--- src/rtl/display_arbiter_pkg.sv ---
// Shared watch definitions for the display arbiter.
//   state_e    : arbiter FSM states (show requester, mode banner, countdown alert)
//   MODE_*     : application codes carried on the 2-bit mode bus
//   PAIR_W     : bits per HEX digit pair; display values are {pair2, pair1, pair0}
package display_arbiter_pkg;

    localparam int unsigned PAIR_W = 7;
    localparam int unsigned NUM_W  = 3 * PAIR_W;

    localparam logic [1:0] MODE_CLOCK = 2'd0;
    localparam logic [1:0] MODE_STW   = 2'd1;
    localparam logic [1:0] MODE_CDT   = 2'd2;
    localparam logic [1:0] MODE_GAME  = 2'd3;

    typedef enum logic [1:0] {
        StShow,
        StBanner,
        StAlert
    } state_e;

endpackage

--- src/rtl/dwell_timer.sv ---
// Saturating dwell timer: counts cycles spent in a state.
//   clk, reset_n : clock, asynchronous active-low reset
//   start        : clear the count (state entry); wins over en
//   en           : the owning state is currently active
//   done         : high on the LIMIT-th active cycle since the last start
module dwell_timer #(
    parameter int unsigned LIMIT = 10
) (
    input  logic clk,
    input  logic reset_n,
    input  logic start,
    input  logic en,
    output logic done
);

    localparam int unsigned CW = (LIMIT > 1) ? $clog2(LIMIT) : 1;
    localparam logic [CW-1:0] LAST = CW'(LIMIT - 1);

    logic [CW-1:0] count_q;

    // Holds at LAST rather than wrapping, so a stalled owner keeps seeing done.
    always_ff @(posedge clk or negedge reset_n) begin
        if (!reset_n) begin
            count_q <= '0;
        end else if (start) begin
            count_q <= '0;
        end else if (en && (count_q != LAST)) begin
            count_q <= count_q + 1'b1;
        end
    end

    assign done = en && (count_q == LAST);

endmodule

--- src/rtl/display_arbiter.sv ---
// Display arbiter: chooses which watch application drives the HEX display.
//   clk, reset_n                          : clock, asynchronous active-low reset
//   mode                                  : selected application
//   clk_num, stw_num, cdt_num, game_num   : requester values {num2, num1, num0}
//   clk_flash                             : clock edit-flash (bit1 -> pair 2, bit0 -> pair 1)
//   timeup                                : countdown-expired level
//   ack                                   : key pulse dismissing an alert
//   disp_num, disp_blank, src             : registered display value, pair blanks, granted source
//   banner_active, alert_active           : registered state flags
module display_arbiter
    import display_arbiter_pkg::*;
#(
    parameter int unsigned CLK_HZ    = 50_000_000,
    parameter int unsigned BANNER_MS = 1000,
    parameter int unsigned ALERT_S   = 10,
    parameter int unsigned FLASH_HZ  = 2
) (
    input  logic             clk,
    input  logic             reset_n,
    input  logic [1:0]       mode,
    input  logic [NUM_W-1:0] clk_num,
    input  logic [NUM_W-1:0] stw_num,
    input  logic [NUM_W-1:0] cdt_num,
    input  logic [NUM_W-1:0] game_num,
    input  logic [1:0]       clk_flash,
    input  logic             timeup,
    input  logic             ack,
    output logic [NUM_W-1:0] disp_num,
    output logic [2:0]       disp_blank,
    output logic [1:0]       src,
    output logic             banner_active,
    output logic             alert_active
);

    localparam int unsigned BANNER_CYC = BANNER_MS * CLK_HZ / 1000;
    localparam int unsigned ALERT_CYC  = ALERT_S * CLK_HZ;
    localparam int unsigned HALF_CYC   = CLK_HZ / (2 * FLASH_HZ);
    localparam int unsigned PW         = (HALF_CYC > 1) ? $clog2(HALF_CYC) : 1;
    localparam logic [PW-1:0] PHASE_LAST = PW'(HALF_CYC - 1);

    state_e           state_q, state_d;
    logic [1:0]       mode_q;
    logic             timeup_q;
    logic             phase_q, phase_d;
    logic [PW-1:0]    pcnt_q, pcnt_d;
    logic             mode_chg, tu_rise;
    logic             banner_start, alert_start, banner_done, alert_done;
    logic [NUM_W-1:0] num_d;
    logic [2:0]       blank_d;
    logic [1:0]       src_d;

    assign mode_chg = (mode != mode_q);
    assign tu_rise  = timeup && !timeup_q;

    always_comb begin
        state_d = state_q;
        if (tu_rise) begin
            // A fresh expiry outranks everything, including a same-cycle ack.
            state_d = StAlert;
        end else begin
            unique case (state_q)
                StShow:   if (mode_chg) state_d = StBanner;
                StBanner: if (!mode_chg && banner_done) state_d = StShow;
                StAlert:  if (ack || alert_done) state_d = StShow;
                default:  state_d = StShow;
            endcase
        end
    end

    // Entry into BANNER from elsewhere, or a restart on a further mode change.
    assign banner_start = (state_d == StBanner) && ((state_q != StBanner) || mode_chg);
    assign alert_start  = tu_rise;

    dwell_timer #(
        .LIMIT (BANNER_CYC)
    ) u_banner_timer (
        .clk     (clk),
        .reset_n (reset_n),
        .start   (banner_start),
        .en      (state_q == StBanner),
        .done    (banner_done)
    );

    dwell_timer #(
        .LIMIT (ALERT_CYC)
    ) u_alert_timer (
        .clk     (clk),
        .reset_n (reset_n),
        .start   (alert_start),
        .en      (state_q == StAlert),
        .done    (alert_done)
    );

    // Flash divider: phase starts dark-off (0) on every alert entry.
    always_comb begin
        phase_d = phase_q;
        pcnt_d  = pcnt_q;
        if (alert_start) begin
            phase_d = 1'b0;
            pcnt_d  = '0;
        end else if (state_q == StAlert) begin
            if (pcnt_q == PHASE_LAST) begin
                pcnt_d  = '0;
                phase_d = ~phase_q;
            end else begin
                pcnt_d = pcnt_q + 1'b1;
            end
        end
    end

    // Outputs are computed from the next state so they appear one cycle after the inputs.
    always_comb begin
        num_d   = '0;
        blank_d = 3'b000;
        src_d   = mode;
        unique case (state_d)
            StBanner: begin
                num_d   = {PAIR_W'(mode) + PAIR_W'(1), {(2 * PAIR_W){1'b0}}};
                blank_d = 3'b011;
            end
            StAlert: begin
                num_d   = cdt_num;
                blank_d = {3{phase_d}};
                src_d   = MODE_CDT;
            end
            default: begin
                unique case (mode)
                    MODE_CLOCK: num_d = clk_num;
                    MODE_STW:   num_d = stw_num;
                    MODE_CDT:   num_d = cdt_num;
                    default:    num_d = game_num;
                endcase
                blank_d = (mode == MODE_CLOCK) ? {clk_flash, 1'b0} : 3'b000;
            end
        endcase
    end

    always_ff @(posedge clk or negedge reset_n) begin
        if (!reset_n) begin
            state_q       <= StShow;
            mode_q        <= 2'd0;
            timeup_q      <= 1'b0;
            phase_q       <= 1'b0;
            pcnt_q        <= '0;
            disp_num      <= '0;
            disp_blank    <= 3'b000;
            src           <= 2'd0;
            banner_active <= 1'b0;
            alert_active  <= 1'b0;
        end else begin
            state_q       <= state_d;
            mode_q        <= mode;
            timeup_q      <= timeup;
            phase_q       <= phase_d;
            pcnt_q        <= pcnt_d;
            disp_num      <= num_d;
            disp_blank    <= blank_d;
            src           <= src_d;
            banner_active <= (state_d == StBanner);
            alert_active  <= (state_d == StAlert);
        end
    end

endmodule

--- config.mk ---
export PLATFORM = sky130hd
export DESIGN_NAME = display_arbiter
export DESIGN_NICKNAME = d
export VERILOG_FILES = /design/src/rtl/display_arbiter_pkg.sv /design/src/rtl/dwell_timer.sv /design/src/rtl/display_arbiter.sv
export SDC_FILE = /design/constraint.sdc
export NUM_CORES = 1
export LEC_CHECK = 0
export BUFFER_PORTS_ARGS = -buffer_cell sky130_fd_sc_hd__buf_2
export CAP_MARGIN = 0
export CORE_MARGIN = 2
export CORE_UTILIZATION = 45
export CTS_CLUSTER_SIZE = 12
export DETAILED_ROUTE_END_ITERATION = 16
export GPL_ROUTABILITY_DRIVEN = 0
export GPL_TIMING_DRIVEN = 1
export PLACE_DENSITY = 0.78
export SLEW_MARGIN = 5
export SYNTH_ARGS = -nofsm -noshare
export SYNTH_HDL_FRONTEND = slang
export SYNTH_SLANG_ARGS = --single-unit
--- constraint.sdc ---
create_clock -name clk -period 3.8 [get_ports clk]
set_input_delay 0.95 -clock clk [delete_from_list [all_inputs] [get_ports clk]]
set_output_delay 0.95 -clock clk [all_outputs]
set_load 0.05 [all_outputs]
==> run summary, run 1 <==
- **shortest clock period the worst path allows after layout** 2.95 ns
- **Placement Rows** 42
- **capturing element type of the critical path** register
- **first-pass GRT wire length** 24.7 mm
- **max-slew violation count** 0
- **fraction of final layout cells sized beyond drive strength 1** 21.3%
- **Worst Hold Class** reg -> reg
- **die outline width** 119 µm
- **cell class contributing the biggest share of worst-path delay** simple AND/OR/NAND/NOR gates
- **setup repair after global routing missed its margin** no
- **Die Footprint** 14200 µm²
- **result of the run** complete, no violations
- **power density normalized to cell area** 408 nW/µm²
- **netlist area before placement** 5970 µm²
- **Worst-path clk slew** 0.08 ns
- **flip-flop and latch count after synthesis** 109
- **post-detailed-routing wire length** 14.5 mm
- **DRT iter0 DRCs** 612
- **final-layout setup total negative slack** 0 ns
- **f_max** 339 MHz
- **Std-Cell Core Area** 13100 µm²
- **worst setup skew after layout** 0.0140 ns
- **I/O pins** 120
- **Cell Chain, Critical Path** inv_1 -> ha_1 -> nor4b_1 -> nand4_1 -> o21a_1 -> o21ai_0 -> inv_1 -> ha_1 -> a21boi_1 -> or4_1 -> nand2_1
- **average routed wire per standard cell** 15.6 µm
- **initial antenna violation count** 0
- **Vert. Die Dim** 119 µm
- **number of max-cap violations** 0
- **count of cell types in the netlist** 61
- **number of global-route vias before repair** 4959
- **measured slew at the worst slew-check pin** 0.919 ns
- **peak fanout along the critical path** 9
- **total gr overflow** 0
- **TritonCTS clock tree** yes
- **# hold bufs at CTS** 0
- **Final Net Count** 847
- **number of instances resized during post-cts repair** 0
- **count of buffers from port buffering** 119
- **sort of element at the start of the critical path** register
- **worst hold margin** 0.525 ns
- **dominant register cell in the synthesized netlist** dfrtp_1
- **maximum clock path buffer count** 2
- **Seq/Total Area, Yosys** 45.7%
- **number of H-tree branching levels** 3
- **total area of multi-input combinational cells** 3070 µm²
- **count of flip-flops with a built-in enable after synthesis** 0
- **synthesized area per cell** 9.39 µm²
- **number of warnings reported in the yosys synthesis log** 0
- **number of endpoints with negative hold slack in the final report** 0
- **critical path class** reg -> reg
- **Vias** 5346
- **count of final setup violators** 0
- **slowest cell on the critical path** or4_1
- **max incr delay on CP** 0.56 ns
- **data arrival time at the worst-slack endpoint** 3.25 ns
- **largest net degree at the start of global routing** 57
- **number of diodes added for antenna fixing** 0
- **count of buffering cells on the critical path with inverters included** 2
- **final period utilization** 77.7%
- **DRC Markers** 0
- **DR pass1 iterations** 7
- **Synthesized Nets** 740
- **Post-synth ARST share** 100%
- **Critical Path RT** 4.10 ns
- **effective utilization at floorplan** 45.6%
- **leakage component of the power** 3.15 nW
- **worst-case headroom to the max-slew limit** 38.5%
- **number of nets with antenna violations after routing** 0
- **latest clock arrival within the worst-skew pair** 0.36 ns
- **fill cell count** 1177
- **cell at the root of the clock tree** clkbuf_16
- **number of buffers inserted by post-CTS setup repair** 0
- **gr usage total** 21.4%
- **sum of net half-perimeters after detailed placement** 10.4 mm
- **drt via density** 5.79
- **clock tree sinks** 109
- **CTS Buf Count** 9
- **VDD IR max** 0.304 mV
- **relative area change from synthesis to final layout** 17.7%
- **Cells after Synth** 636
- **FF/Latch Area** 2730 µm²
[synth_stat cells, drive strengths merged (3+ instances only)]
cell      n  area share, %
or3      19            2.1
o21ai    48            4.0
xnor2     9            1.3
a21oi    28            2.3
ha       12            2.5
o31ai     7           0.88
xor2     27            4.0
nand2    82            5.2
or4       8            1.0
a22o      3           0.44
nor2b     5           0.52
buf       9           0.80
and2      6           0.63
inv      11           0.69
nor3      7           0.59
nand2b    6           0.63
and3     12            1.3
nor2     47            3.0
dfrtp   109             46
a31oi     7           0.73
o31a      3           0.44
a221oi    3           0.44
nand4    26            2.9
mux2i     3           0.50
o211ai   28            3.5
nor4b     7            1.1
clkbuf   24            1.5
nor4bb    4           0.67
nand3    24            2.1
nor4      6           0.98
and4      3           0.44
a222oi   21            3.5
[power by group]
part	switching (mW)	total [mW]	leakage [nW]	internal [mW]
registers	0.0499	1.29	1.47	1.24
clock network	0.444	0.916	0.142	0.472
logic	0.467	0.660	1.54	0.192
[layer usage]
metal	vias up	track usage [%]	part of all wire (%)
li1	2584	-	-
met3	18	4.93	6.1
met1	2558	29.4	45
met4	0	6.55	1.9
met5	-	0	0
met2	186	33.7	47
[worst reg2reg max path: cells and delay by family (launching register included)]
family                     cells  cell delay [ns]
buffers and inverters          2             0.21
DFF                            1             0.42
and+or+nand+nor                4             1.07
adders and majority gates      2             0.42
AOI/OAI and AO/OA              3             0.77
[cell families (layout without fill, tap and decap cells)]
group	count (synthesis)	in the layout	share of synthesized area, %
buffers and inverters	44	156	3.00
flip-flops	109	109	45.7
adder cells (fa/ha/maj)	12	12	2.51
XOR/XNOR	36	36	5.28
AND/OR/NAND/NOR	269	269	24.1
multiplexers	3	3	0.503
AO/OA/AOI/OAI	163	163	19.0
[path summary, 6_finish.rpt]
| path | from | endpoint | slack [ns] | cells after the start |
|---|---|---|---|---|
| worst max-delay path | u_banner_timer.count_q[0] | u_banner_timer.count_q[6] | 0.85 | 11 |
| worst min-delay path | pcnt_q[1] | pcnt_q[1] | 0.52 | 1 |
| worst max register to register | u_banner_timer.count_q[0] | u_banner_timer.count_q[6] | 0.85 | 11 |
| worst min register to register | pcnt_q[1] | pcnt_q[1] | 0.52 | 1 |
| max in group asynchronous | reset_n | disp_num[7] | 2.41 | 2 |
| min in group asynchronous | reset_n | u_alert_timer.count_q[18] | 0.65 | 1 |
[sequential cells by signal, summed over array words and instances, names as in the netlist]
name,count
phase_q,1
banner_active,1
disp_num,21
timeup_q,1
u_banner_timer.count_q,22
mode_q,2
state_q,2
alert_active,1
disp_blank,3
u_alert_timer.count_q,29
src,2
pcnt_q,24
[metrics by stage]
stage | power [mW] | utilization (%) | worst slack, ns | std cells | cell area (µm²)
final | 2.87 | 53.7 | 0.848 | 924 | 7030
after CTS | 2.90 | 53.7 | 0.848 | 924 | 7030
after global routing | 3.01 | 53.7 | 0.537 | 924 | 7030
after floorplan | 1.75 | - | 0.774 | 636 | 5970
after global placement | 1.96 | 51.5 | 0.850 | 908 | 6740
after detailed placement | 1.97 | 51.5 | 0.781 | 908 | 6740
[cell type report]
class	instances	area share (%)
Clock buffer	11	3.45
Clock inverter	5	0.605
Inverter	11	0.588
Multi-Input combinational cell	483	43.6
Sequential cell	109	38.8
Tap cell	176	3.13
Timing Repair Buffer	129	9.76
[cells in the final DEF (no fill, tap or decap), types with 3 or more instances in the layout]
cell type / count
buf_2: 118
dfrtp_1: 109
nand2_1: 82
nor2_1: 47
o21ai_0: 32
o211ai_1: 28
a21oi_1: 28
xor2_1: 27
nand4_1: 24
nand3_1: 23
a222oi_1: 21
or3_1: 18
o21ai_1: 16
and3_1: 12
ha_1: 12
inv_1: 10
buf_4: 10
xnor2_1: 9
clkbuf_16: 9
or4_1: 8
nor3_1: 7
a31oi_1: 7
o31ai_1: 7
nand2b_1: 6
nor4b_1: 6
and2_1: 6
nor2b_1: 4
nor4bb_1: 4
nor4_1: 4
o31a_1: 3
a221oi_1: 3
a22o_1: 3
and4_1: 3
mux2i_1: 3
(Power assumes the default switching activity.)
==> inputs of run 2 (changes only) <==
--- a/config.mk
+++ b/config.mk
@@ -13,7 +13,7 @@
 export DETAILED_ROUTE_END_ITERATION = 16
 export GPL_ROUTABILITY_DRIVEN = 0
 export GPL_TIMING_DRIVEN = 1
-export PLACE_DENSITY = 0.78
+export PLACE_DENSITY = 0.81
 export SLEW_MARGIN = 5
 export SYNTH_ARGS = -nofsm -noshare
 export SYNTH_HDL_FRONTEND = slang
==> constraint.sdc (replaced) <==
create_clock -name clk -period 2.45 [get_ports clk]
set_input_delay 0.6125 -clock clk [delete_from_list [all_inputs] [get_ports clk]]
set_output_delay 0.6125 -clock clk [all_outputs]
set_load 0.05 [all_outputs]
==> run 2 against run 1 <==
Against the previous run:
- routed wire length is 7.7% higher
- non-clock buffer count increased by 61
- clock power increased by 64%
- cell count grew 6.6%
- sequential cell count is the same
==> run summary, run 2 (synthesis results as in run 1) <==
- **cell class contributing the biggest share of worst-path delay** compound AO/OA/AOI/OAI gates
- **TritonCTS clock tree** yes
- **final-layout setup total negative slack** 0 ns, unchanged
- **final period utilization** 97.6%, +20 points
- **initial antenna violation count** 0, unchanged
- **Worst Hold Class** in -> async
- **DR pass1 iterations** 5, -2
- **measured slew at the worst slew-check pin** 0.579 ns, -0.340 ns
- **maximum clock path buffer count** 2, unchanged
- **total gr overflow** 0, unchanged
- **sort of element at the start of the critical path** register
- **Worst-path clk slew** 0.08 ns, about the same
- **CTS Buf Count** 9, unchanged
- **critical path class** reg -> reg
- **Die Footprint** 14200 µm², unchanged
- **worst-case headroom to the max-slew limit** 61.1%, +23 points
- **fraction of final layout cells sized beyond drive strength 1** 29.2%, +7.9 points
- **Std-Cell Core Area** 13100 µm², unchanged
- **setup repair after global routing missed its margin** yes
- **gr usage total** 22.8%, +1.4 points
- **DRC Markers** 0, unchanged
- **cell area after layout** 7660 µm², +9.1%
- **count of buffering cells on the critical path with inverters included** 2, unchanged
- **latest clock arrival within the worst-skew pair** 0.36 ns, about the same
- **top flop regs** u_alert_timer.count_q x29, pcnt_q x24, u_banner_timer.count_q x22
- **first-pass GRT wire length** 25.9 mm, +5.0%
- **number of flip-flops in the largest register** 29, unchanged
- **max incr delay on CP** 0.46 ns, -0.10 ns
- **Cell Chain, Critical Path** nor4_4 -> nand4_2 -> o41ai_4 -> o21ai_4 -> inv_2 -> ha_4 -> a21boi_4 -> buf_4 -> a21oi_1
- **largest net degree at the start of global routing** 48, -16%
- **count of buffers from port buffering** 119, unchanged
- **DRT iter0 DRCs** 449, -27%
- **post-detailed-routing wire length** 15.6 mm, +7.7%
- **max-slew violation count** 0, unchanged
- **Critical Path RT** 2.67 ns, -1.43 ns
- **clock tree sinks** 109, unchanged
- **number of nets with antenna violations after routing** 0, unchanged
- **worst setup skew after layout** 0.0103 ns, -0.00365 ns
- **count of final setup violators** 0, unchanged
- **shortest clock period the worst path allows after layout** 2.39 ns, -0.561 ns
- **die outline width** 119 µm, unchanged
- **average routed wire per standard cell** 15.8 µm, +1.0%
- **capturing element type of the critical path** register
- **largest register by flop count** u_alert_timer.count_q
- **number of max-cap violations** 0, unchanged
- **sum of net half-perimeters after detailed placement** 11.6 mm, +12%
- **Final Net Count** 908, +7.2%
- **VDD IR max** 0.426 mV, +40%
- **number of endpoints with negative hold slack in the final report** 0, unchanged
- **f_max** 418 MHz, +23%
- **number of H-tree branching levels** 3, unchanged
- **I/O pins** 120, unchanged
- **result of the run** complete, no violations
- **number of global-route vias before repair** 5370, +8.3%
- **post-route worst setup slack** 0.0596 ns, -0.789 ns
- **cell at the root of the clock tree** clkbuf_16
- **Vert. Die Dim** 119 µm, unchanged
- **Placement Rows** 42, unchanged
- **area of placed instances** 7260 µm², +7.8%
- **leakage component of the power** 3.50 nW, +11%
- **drt via density** 5.76, -0.42%
- **data arrival time at the worst-slack endpoint** 2.61 ns, -0.64 ns
- **peak fanout along the critical path** 7, -2
- **number of diodes added for antenna fixing** 0, unchanged
- **relative area change from synthesis to final layout** 28.4%
- **most used cells in the layout excluding fill and tap cells** buf_2, dfrtp_1, nand2_1
- **worst slack at placement** 0.0306 ns, -0.751 ns
- **power density normalized to cell area** 614 nW/µm², +50%
- **slowest cell on the critical path** o41ai_4
- **effective utilization at floorplan** 45.6%, unchanged
- **most common library cell in the layout ignoring fill and taps** buf_2
- **# hold bufs at CTS** 0, unchanged
- **Vias** 5675, +6.2%
## run 2: cell types whose count changed in the layout (fill, tap and decap cells not counted), sizes merged
cell / before / now
clkinv: 3 / 4
bufinv: 0 / 1
buf: 129 / 190
clkbuf: 11 / 9
## run 2: metal layers
layer / up-vias / GRT usage [%] / share of wire [%]
li1: 2711 / - / -
met1: 2724 / 29.1 / 43
met2: 214 / 37.8 / 49
met3: 26 / 5.03 / 6.0
met4: 0 / 8.93 / 2.2
met5: - / 0 / 0
## run 2: what timing repair did
| action | 4_1_cts | 5_1_grt |
|---|---|---|
| pin swaps | 0 | 10 |
| endpoints found under the setup margin | 9 | 28 |
| gates cloned | 0 | 0 |
| resized for setup | 2 | 12 |
| buffers inserted | 0 | 3 |
## run 2: power breakdown
| group | leakage [nW] | switching [mW] | internal [mW] |
|---|---|---|---|
| logic | 1.88 | 0.784 | 0.429 |
| registers | 1.47 | 0.0645 | 1.93 |
| clock network | 0.151 | 0.697 | 0.801 |
| total | 3.50 | 1.55 | 3.16 |
## run 2: path summary, 6_finish.rpt
path                                            from                          to  slack, ns  depth (start not counted)
min in group clk                              timeup                    timeup_q       0.42                          1
min                                          reset_n    u_alert_timer.count_q[3]       0.14                          1
min reg2reg                               pcnt_q[21]                  pcnt_q[21]       0.53                          1
max                        u_alert_timer.count_q[11]  u_banner_timer.count_q[21]       0.06                          9
max in group asynchronous                    reset_n                disp_num[17]       1.73                          2
max reg2reg                u_alert_timer.count_q[11]  u_banner_timer.count_q[21]       0.06                          9
## run 2: metrics by stage
step | instances | hold slack [ns] | util, % | total power [mW]
2_1_floorplan | 636 | 0.317 | - | 2.79
3_3_place_gp | 966 | 0.505 | 55.5 | 3.18
3_5_place_dp | 966 | 0.511 | 55.5 | 3.20
4_1_cts | 982 | 0.134 | 57.9 | 4.69
5_1_grt | 985 | 0.140 | 58.6 | 4.93
6_report | 985 | 0.136 | 58.6 | 4.70
## run 2: layout make-up
cell class / count / area [µm²]
Fill cell: 1081 / 5420
Sequential cell: 109 / 2730
Tap cell: 176 / 220
Clock inverter: 7 / 73.8
Multi-Input combinational cell: 483 / 3190
Clock buffer: 9 / 225
Inverter: 11 / 41.3
Timing Repair Buffer: 190 / 1180
==> inputs of run 3 (changes only) <==
--- a/config.mk
+++ b/config.mk
@@ -13,7 +13,7 @@
 export DETAILED_ROUTE_END_ITERATION = 16
 export GPL_ROUTABILITY_DRIVEN = 0
 export GPL_TIMING_DRIVEN = 1
-export PLACE_DENSITY = 0.81
+export PLACE_DENSITY = 0.7
 export SLEW_MARGIN = 5
 export SYNTH_ARGS = -nofsm -noshare
 export SYNTH_HDL_FRONTEND = slang
==> run 3 against run 2 <==
Against the previous run:
- worst setup slack worse by 0.0061 ns
- sequential power about the same
- non-clock buffer count down 10
- routed wire length up 0.80%
- combinational power about the same
- sequential share of layout area up 0.68 points
- clock power down 9%
- register-to-register slack about the same
- fmax down 0.26%
- hold slack better by 0.19 ns
- clock-buffer cell count up 2
- critical path depth down 1
==> run summary, run 3 (synthesis results as in run 1) <==
- **result of the run** complete, no violations
- **Std-Cell Core Area** 13100 µm², unchanged
- **critical path class** reg -> reg
- **endpoint of the most critical register-to-register path** disp_num[14]
- **internal power of the cells** 3.03 mW, -4.0%
- **Die Footprint** 14200 µm², unchanged
- **final-layout setup total negative slack** 0 ns, unchanged
- **shortest clock period the worst path allows after layout** 2.40 ns, +0.00615 ns
- **VDD IR max** 0.385 mV, -9.5%
- **Critical Path RT** 2.68 ns, about the same
- **die outline width** 119 µm, unchanged
- **number of endpoints with negative hold slack in the final report** 0, unchanged
- **number of flip-flops in the largest register** 29, unchanged
- **data arrival time at the worst-slack endpoint** 2.63 ns, +0.02 ns
- **number of global-route vias before repair** 5501, +2.4%
- **largest register by flop count** u_alert_timer.count_q
- **Final Net Count** 898, -1.1%
- **DRT iter0 DRCs** 504, +12%
- **clock share of power** 29.9%, -1.9 points
- **CTS Buf Count** 9, unchanged
- **count of final setup violators** 0, unchanged
- **capturing element type of the critical path** register
- **Worst Hold Class** in -> async
- **effective utilization at floorplan** 45.6%, unchanged
- **combinational cell fraction of total power** 26.0%, +0.2 points
- **largest net degree at the start of global routing** 110, +130%
- **cell at the root of the clock tree** clkbuf_16
- **top flop regs** u_alert_timer.count_q x29, pcnt_q x24, u_banner_timer.count_q x22
- **power density normalized to cell area** 603 nW/µm², -1.7%
- **Switching Power** 1.51 mW, -2.6%
- **Worst Reg2Reg Path Length in Cells** 8, -1
- **DR pass1 iterations** 5, unchanged
- **worst setup skew after layout** 0.00973 ns, -0.000603 ns
- **clock tree sinks** 109, unchanged
- **# hold bufs at CTS** 0, unchanged
- **RR Startpoint** u_alert_timer.count_q[9]
- **most used cells in the layout excluding fill and tap cells** buf_2, dfrtp_1, nand2_1
- **latest clock arrival within the worst-skew pair** 0.35 ns, about the same
- **number of diodes added for antenna fixing** 0, unchanged
- **Vias** 5677, +0.035%
- **Vert. Die Dim** 119 µm, unchanged
- **number of H-tree branching levels** 3, unchanged
- **sw frac** 33.2%, +0.33 points
- **measured slew at the worst slew-check pin** 0.818 ns, +0.239 ns
- **maximum clock path buffer count** 2, unchanged
- **cell area after layout** 7520 µm², -1.9%
- **total gr overflow** 0, unchanged
- **fraction of final layout cells sized beyond drive strength 1** 28.0%, -1.1 points
- **fill cell count** 1140, +5.5%
- **Placement Rows** 42, unchanged
- **peak fanout along the critical path** 6, -1
- **number of nets with antenna violations after routing** 0, unchanged
- **number of max-cap violations** 0, unchanged
- **sum of net half-perimeters after detailed placement** 11.6 mm, +0.19%
- **final period utilization** 97.8%, +0.25 points
- **TritonCTS clock tree** yes
- **f_max** 417 MHz, -0.26%
- **initial antenna violation count** 0, unchanged
- **first-pass GRT wire length** 26.0 mm, +0.43%
- **sort of element at the start of the critical path** register
- **gr usage total** 22.4%, -0.41 points
- **Worst-path clk slew** 0.07 ns, about the same
- **r2r setup slk** 0.05 ns, about the same
- **count of buffers from port buffering** 119, unchanged
- **relative contribution of sequential cells to total power** 44.1%, +1.7 points
- **relative area change from synthesis to final layout** 25.9%
- **Final Util** 57.5%, -1.1 points
- **leakage component of the power** 3.42 nW, -2.5%
- **worst-case headroom to the max-slew limit** 45.5%, -16 points
- **post-detailed-routing wire length** 15.7 mm, +0.80%
- **area of placed instances** 7150 µm², -1.6%
- **DRC Markers** 0, unchanged
- **I/O pins** 120, unchanged
- **setup repair after global routing missed its margin** yes
- **max-slew violation count** 0, unchanged
- **drt via density** 5.82, +1.1%
- **most common library cell in the layout ignoring fill and taps** buf_2
- **average routed wire per standard cell** 16.1 µm, +1.8%
[run 3: what timing repair did]
action | 4_1_cts | 5_1_grt
gates resized for setup | 2 | 11
setup buffers | 1 | 4
pin swaps | 0 | 2
endpoints found under the setup margin | 6 | 25
[run 3: cell type report]
cell class | instances | area [µm²] | area share (%)
tap | 176 | 220 | 2.93
multi-input combinational | 483 | 3190 | 42.4
clock inverter | 5 | 35.0 | 0.466
timing repair buffer | 180 | 1080 | 14.3
clock buffer | 11 | 233 | 3.09
inverter | 11 | 41.3 | 0.549
sequential | 109 | 2730 | 36.3
[run 3: through the flow]
step	setup slack (ns)	cells	power (mW)	hold slack, ns
finish	0.0535	975	4.54	0.323
global route	-0.0343	975	4.74	0.384
CTS	0.00769	971	4.54	0.374
detailed placement	-0.0235	954	3.18	0.514
global placement	0.0894	954	3.15	0.493
floorplan	-0.0474	636	2.79	0.317
[run 3: worst max path at each step]
stage                     slack, ns  cells past startpoint                       from                         to
after floorplan               -0.05                      9  u_alert_timer.count_q[21]              disp_blank[0]
after global placement         0.09                      8  u_alert_timer.count_q[21]               disp_num[10]
after detailed placement      -0.02                     11  u_banner_timer.count_q[0]              disp_blank[0]
after CTS                     0.008                     11  u_banner_timer.count_q[0]  u_banner_timer.count_q[6]
after global routing          -0.03                      8   u_alert_timer.count_q[9]              disp_blank[1]
final                          0.05                      8   u_alert_timer.count_q[9]               disp_num[14]
[run 3: metal layers]
metal  wire length, µm  track usage [%]
met1              6770             29.5
met5                 0                0
met2              7640             36.9
met4               301             6.47
met3               979             5.27
[run 3: worst max-delay path: stages (launching register included)]
cell and delay (ns):
dfrtp_1 0.44, nor4b_4 0.34, nand4_2 0.17, o41ai_4 0.47, o21ai_4 0.13, ha_4 0.29
buf_4 0.16, a221oi_1 0.21, a21oi_1 0.08
[run 3: power by group through the flow]
| stage | logic [mW] | registers (mW) | clock network, mW |
|---|---|---|---|
| finish | 1.18 | 2.00 | 1.36 |
| global route | 1.28 | 2.02 | 1.45 |
| CTS | 1.16 | 2.00 | 1.38 |
| detailed placement | 1.15 | 2.03 | 0 |
| global placement | 1.12 | 2.03 | 0 |
| floorplan | 0.457 | 2.34 | 0 |
